<file path="config.mk">
export PLATFORM = sky130hd
export DESIGN_NAME = wb_write_arbiter
export DESIGN_NICKNAME = d
export VERILOG_FILES = /design/src/rtl/wb_write_arbiter.sv
export SDC_FILE = /design/constraint.sdc
export NUM_CORES = 1
export LEC_CHECK = 0
export CAP_MARGIN = 40
export CORE_ASPECT_RATIO = 0.9
export CORE_UTILIZATION = 44
export CTS_BUF_LIST = sky130_fd_sc_hd__clkbuf_4
export CTS_CLUSTER_SIZE = 24
export DETAILED_ROUTE_END_ITERATION = 7
export GPL_TIMING_DRIVEN = 0
export PLACE_DENSITY = 0.82
export SYNTH_ARGS = -nofsm -noshare
export SYNTH_HDL_FRONTEND = slang
export SYNTH_SLANG_ARGS = --single-unit
</file>
<file path="constraint.sdc">
create_clock -name clk -period 4.75 [get_ports clk]
set_input_delay 0.95 -clock clk [delete_from_list [all_inputs] [get_ports clk]]
set_output_delay 0.95 -clock clk [all_outputs]
set_load 0.05 [all_outputs]
</file>
<file path="src/rtl/wb_write_arbiter.sv">
// Write-back arbiter for the dual-issue pipeline: serializes conflicting slot
// writes onto the single register-file port and merges NZCV updates in order.
module wb_write_arbiter #(
    parameter int CNT_W = 16
) (
    input  logic             clk,
    input  logic             reset,
    input  logic             wr1_en,
    input  logic [2:0]       wr1_rd,
    input  logic [31:0]      wr1_data,
    input  logic             wr2_en,
    input  logic [2:0]       wr2_rd,
    input  logic [31:0]      wr2_data,
    input  logic [3:0]       flag1_val,
    input  logic [3:0]       flag1_en,
    input  logic [3:0]       flag2_val,
    input  logic [3:0]       flag2_en,
    output logic             rf_we,
    output logic [2:0]       rf_waddr,
    output logic [31:0]      rf_wdata,
    output logic [3:0]       flag_we,
    output logic [3:0]       flag_wdata,
    output logic             stall,
    output logic [CNT_W-1:0] ser_count
);

    typedef enum logic {
        IDLE,
        SECOND
    } state_t;

    state_t state;
    state_t state_nxt;

    logic        conflict;
    logic        capture;
    logic [3:0]  merge_we;
    logic [3:0]  merge_val;

    logic [2:0]  hold_rd;
    logic [31:0] hold_data;
    logic [3:0]  hold_fwe;
    logic [3:0]  hold_fval;

    // Slot 2 is younger, so its flag bits override slot 1 where both update.
    assign merge_we  = flag1_en | flag2_en;
    assign merge_val = (flag2_en & flag2_val) | (~flag2_en & flag1_val);

    assign conflict = wr1_en & wr2_en & (wr1_rd != wr2_rd);
    assign capture  = (state == IDLE) & conflict;

    always_ff @(posedge clk or negedge reset) begin
        if (!reset) begin
            state <= IDLE;
        end else begin
            state <= state_nxt;
        end
    end

    always_comb begin
        state_nxt = IDLE;
        unique case (state)
            IDLE: begin
                if (conflict) begin
                    state_nxt = SECOND;
                end
            end
            SECOND: begin
                state_nxt = IDLE;
            end
            default: begin
                state_nxt = IDLE;
            end
        endcase
    end

    always_ff @(posedge clk or negedge reset) begin
        if (!reset) begin
            hold_rd   <= '0;
            hold_data <= '0;
            hold_fwe  <= '0;
            hold_fval <= '0;
        end else if (capture) begin
            hold_rd   <= wr2_rd;
            hold_data <= wr2_data;
            hold_fwe  <= merge_we;
            hold_fval <= merge_val;
        end
    end

    always_ff @(posedge clk or negedge reset) begin
        if (!reset) begin
            ser_count <= '0;
        end else if (capture && (ser_count != '1)) begin
            ser_count <= ser_count + CNT_W'(1);
        end
    end

    always_comb begin
        rf_we      = 1'b0;
        rf_waddr   = '0;
        rf_wdata   = '0;
        flag_we    = '0;
        flag_wdata = '0;
        stall      = 1'b0;
        if (reset) begin
            unique case (state)
                IDLE: begin
                    if (conflict) begin
                        rf_we    = 1'b1;
                        rf_waddr = wr1_rd;
                        rf_wdata = wr1_data;
                        stall    = 1'b1;
                    end else begin
                        flag_we    = merge_we;
                        flag_wdata = merge_val;
                        if (wr2_en) begin
                            rf_we    = 1'b1;
                            rf_waddr = wr2_rd;
                            rf_wdata = wr2_data;
                        end else if (wr1_en) begin
                            rf_we    = 1'b1;
                            rf_waddr = wr1_rd;
                            rf_wdata = wr1_data;
                        end
                    end
                end
                SECOND: begin
                    rf_we      = 1'b1;
                    rf_waddr   = hold_rd;
                    rf_wdata   = hold_data;
                    flag_we    = hold_fwe;
                    flag_wdata = hold_fval;
                end
                default: begin
                    rf_we = 1'b0;
                end
            endcase
        end
    end

endmodule

</file>
* Word-level counts from Yosys, hierarchy flattened *
Cells that the tools add are included.
W data, S select, Z words.

storage, ports and cells
  output and inout port bits = 61
  register bits after elaboration = 60
  logic and storage cells = 44

cells by class
  $add $sub $neg = 1
  mux-type cells = 25
  reductions and logical operators = 1
  equal/unequal tests = 2
  bitwise operators = 9

operators by type and width
  operator                 number
  $mux W32                 4
  $pmux W32 S2             1
  $add A16 B1 Y16 const B  1
  $mux W4                  4
  $ne A16 B16 Y1 const B   1
  $pmux W4 S2              2
  $mux W3                  4
  $and A4 B4 Y4            2
  $or A4 B4 Y4             2
  $mux W1                  7
  $pmux W3 S2              1
  $not A4 Y4               1
  $pmux W1 S2              2
  $and A1 B1 Y1            3
  $ne A3 B3 Y1             1
  $logic_and A1 B1 Y1      1
  $not A1 Y1               1

* Depth between registers and ports, before layout *
  depth in word-level cells = 6
  gate-level depth with buffers = 8
  mapped depth without buffers = 5

* Worst setup path before layout *
No wires, ideal clock.

  kind = in2out
  start point = in wr2_rd[2]
  end point = out rf_wdata[21]
  path slack = 1.226 ns
  cell stages on the path = 8
  data arrival time = 2.574 ns
  cell sequence = xnor2_1 a311o_1 buf_6 inv_2 buf_6 buf_6 a2bb2oi_2 nor2_1

on the way
  longest elaborated chain between the ends = 5

ends and longest elaborated chain
  what           line  text
  from (decl)    12    input logic [2:0] wr2_rd,
  $ne A3 B3 Y1   49    assign conflict = wr1_en & wr2_en & (wr1_rd != wr2_rd);
  $and A1 B1 Y1  49
  $mux W32       109   if (conflict) begin
  $pmux W32 S2   107   unique case (state)
  $mux W32       106   if (reset) begin
  to (decl)      20    output logic [31:0] rf_wdata,

Every way passes these cells.

* Worst setup path in the final report *
  start point = in wr2_rd[2]
  end point = out flag_we[2]

on the way
  longest elaborated chain between the ends = 5

ends and longest elaborated chain
  what           line  text
  $ne A3 B3 Y1   49
  $and A1 B1 Y1  49
  $mux W4        109
  $pmux W4 S2    107
  $mux W4        106
  to (decl)      21    output logic [3:0] flag_we,

Every way passes these cells.

==> reports/results.txt <==
Outcome: finished, violations left
Failing checks: DRC
Complex-gate fraction of the synthesized area: 23.7%
Crit path arrival time: 3.54 ns
Reg clk slew, reported paths: 0.10 ns
Largest net degree at the start of global routing: 38
Post-DRT Antenna Nets: 0
Max Cap Viol: 0
RR Endpoint: ser_count[9]
Post-route DRC: 9
Fillers: 685
Fin cells: 717
Share of post-route cells with drive strength above 1: 9.06%
CP Launch Type: input port
Syn Nets: 542
CTS tree: yes
Dpl cells: 701
Total iterations of the first detailed-routing run: 8
Crit-path max FO: 10
Buffer depth of the longest clock path: 2
Cell Rows: 31
Pwr Density: 323 nW/um2
Kind of critical path: input port to output pin
Die width: 98.2 um
First-pass GRT wire length: 18000 um
LEAKAGE: 2.39 nW
Maximum VDD drop: 0.156 mV
DIE AREA: 8700 um2
Final Slew Violations: 0
Final #Nets: 704
Flop2flop setup slack: 2.80 ns
Maximum clock rate: 0.223 GHz
Final WL: 11000 um
XOR/XNOR Fraction of Synth Area: 4.30%
Hpwl dp: 8280 um
Initial antenna violation count: 0
Drt wl/cell: 15.4 um
Vias in the first global route: 3802
Main combinational cell family by area after synthesis: simple AND/OR/NAND/NOR gates
Clock root cell: clkbuf_4
Vias/cell: 5.42
Initial Utilization: 45.4%
Setup violations, final: 0
R2R depth: 6
Synthesis-stage register bit count: 60
Synth Instances: 451
Proportion of synthesized area in mux cells: 1.40%
Period minus WS final: 4.49 ns
Final core utilization: 67.5%
Die height: 88.6 um
# port buffers: 150
Simple-gate share of the synthesized area: 24.0%
CP Capture Point: flag_we[2]
Fin. Hold Viols: 0
Synth Area per Inst: 8.13 um2
CTS Buf Count: 9
Adder-cell share of the synthesized area: 0.341%
Drt initial violations: 230
Worst EP required: 3.80 ns
H-Tree Level Count: 3
Total GRT Usage: 26.0%
Io pins: 151
Post-synthesis cell type count: 34
Synthesis-to-layout area growth: 48.6%
GPL Wtd Cong: 0.812
Total number of vias: 3886
RR Startpoint: ser_count[0]
Core area: 8070 um2
Dpl cell area: 5310 um2
Nature of the critical path endpoint: output pin
Unrepaired setup endpoints after global routing: no
Tot Pwr: 1.76 mW
Global route overflow: 0
Tcrit/Tclk final: 94.5%
Synth Cell Area: 3670 um2
Clock Skews: 0.0175 ns
Synth warn: 0
Slew Limit Headroom: 63.9%
Clk_lat worst skew: 0.39 ns
Sink Count: 60
# diodes: 0
Design Area, Final: 5450 um2
Min-Delay Path Class: register to register
Source of the critical timing path: wr2_rd[2]
Setup TNS: 0 ns
Seq/Total Area, Yosys: 41.0%
Worst-margin pin slew: 0.540 ns
==> how the worst min path moves through the flow <==
stage,startpoint,endpoint,cells past startpoint
final,hold_data[19],hold_data[19],2
after global routing,hold_data[12],hold_data[12],2
after CTS,hold_data[12],hold_data[12],2
after detailed placement,hold_data[21],hold_data[21],2
after global placement,hold_data[12],hold_data[12],2
after floorplan,hold_data[0],hold_data[0],2
==> sequential cells by signal, indices dropped and copies added, names as in the netlist <==
name / count
hold_data: 32
hold_fval: 4
hold_fwe: 4
hold_rd: 3
ser_count: 16
state: 1
==> layer usage <==
metal  track usage, %  wire, um
met1             33.8      4750
met2             43.5      5240
met3             4.82       775
met4             10.7       245
met5                0         0
==> logic make-up (layout without fill, tap and decap cells) <==
kind of cell | Yosys count | in the layout
AO/OA/AOI/OAI | 126 | 126
XOR/XNOR | 18 | 18
adder cells (fa/ha/maj) | 1 | 1
buffers and inverters | 39 | 206
flip-flops | 60 | 60
multiplexers | 5 | 5
AND/OR/NAND/NOR | 202 | 202
==> critical path, stage by stage <==
cell and delay [ns]:
clkdlybuf4s50_1 0.47, xnor2_1 0.27, a311o_1 0.22, buf_6 0.17, buf_6 0.18, nand2_1 0.21
nor2_1 0.22, clkdlybuf4s50_1 0.84
==> synth_stat cells, drive strengths merged <==
cell type,count,share of area (%)
nor2,56,5.7
mux2,1,0.31
a21oi,42,5.7
buf,14,2.8
o21ai,42,5.7
ha,1,0.34
clkbuf,22,2.3
dfrtp,60,41
o31a,1,0.24
nor4,5,1.5
nor4b,1,0.41
nor3,4,1.1
mux2i,4,1.1
nand3,2,0.27
xor2,11,2.6
nand2b,1,0.17
nor3b,1,0.34
o211ai,2,0.41
xnor2,7,1.7
and4,2,0.48
nand4,6,1.0
a41oi,1,0.24
a2bb2oi,34,10
and2,2,0.34
o2111ai,2,0.48
o211a,1,0.27
and3,1,0.17
inv,3,0.31
a311o,1,0.27
nand2,121,12
==> what timing repair did <==
action,in CTS,in global routing
buffers inserted,0,0
hold buffers,0,0
gates resized for setup,1,1
endpoints found under the setup margin,11,2
==> area by class of cell <==
cell class	count	area (um2)	area share (%)
plain buffers	36	184	3.38
clock buffers	10	75.1	1.38
clock inverters	6	55.1	1.01
inverters	3	11.3	0.207
multi-input cells	352	1980	36.3
flip-flops and latches	60	1500	27.6
well taps	99	124	2.27
repair buffers	151	1520	27.9
==> metrics by stage <==
step	hold slack [ns]	setup slack, ns
5_1_grt	0.492	0.0383
6_report	0.484	0.263
3_5_place_dp	0.461	-0.0408
3_3_place_gp	0.452	-1.50
2_1_floorplan	0.440	1.23
4_1_cts	0.484	0.144
==> power breakdown <==
| group | switching [mW] | internal [mW] |
|---|---|---|
| Sequential | 0.0761 | 0.610 |
| Combinational | 0.437 | 0.293 |
| Clock | 0.181 | 0.161 |
==> placed cells by master (no fill, tap or decap), types with 7 or more instances in the layout <==
cell,synthesis,layout
a21oi_1,42,42
a2bb2oi_1,21,21
a2bb2oi_2,13,13
buf_2,9,9
clkbuf_1,22,22
clkbuf_4,0,10
clkdlybuf4s50_1,0,149
dfrtp_1,60,60
nand2_1,121,121
nor2_1,56,56
o21ai_0,42,42
xnor2_1,7,7
xor2_1,11,11
Power figures use the tool's default switching activity.
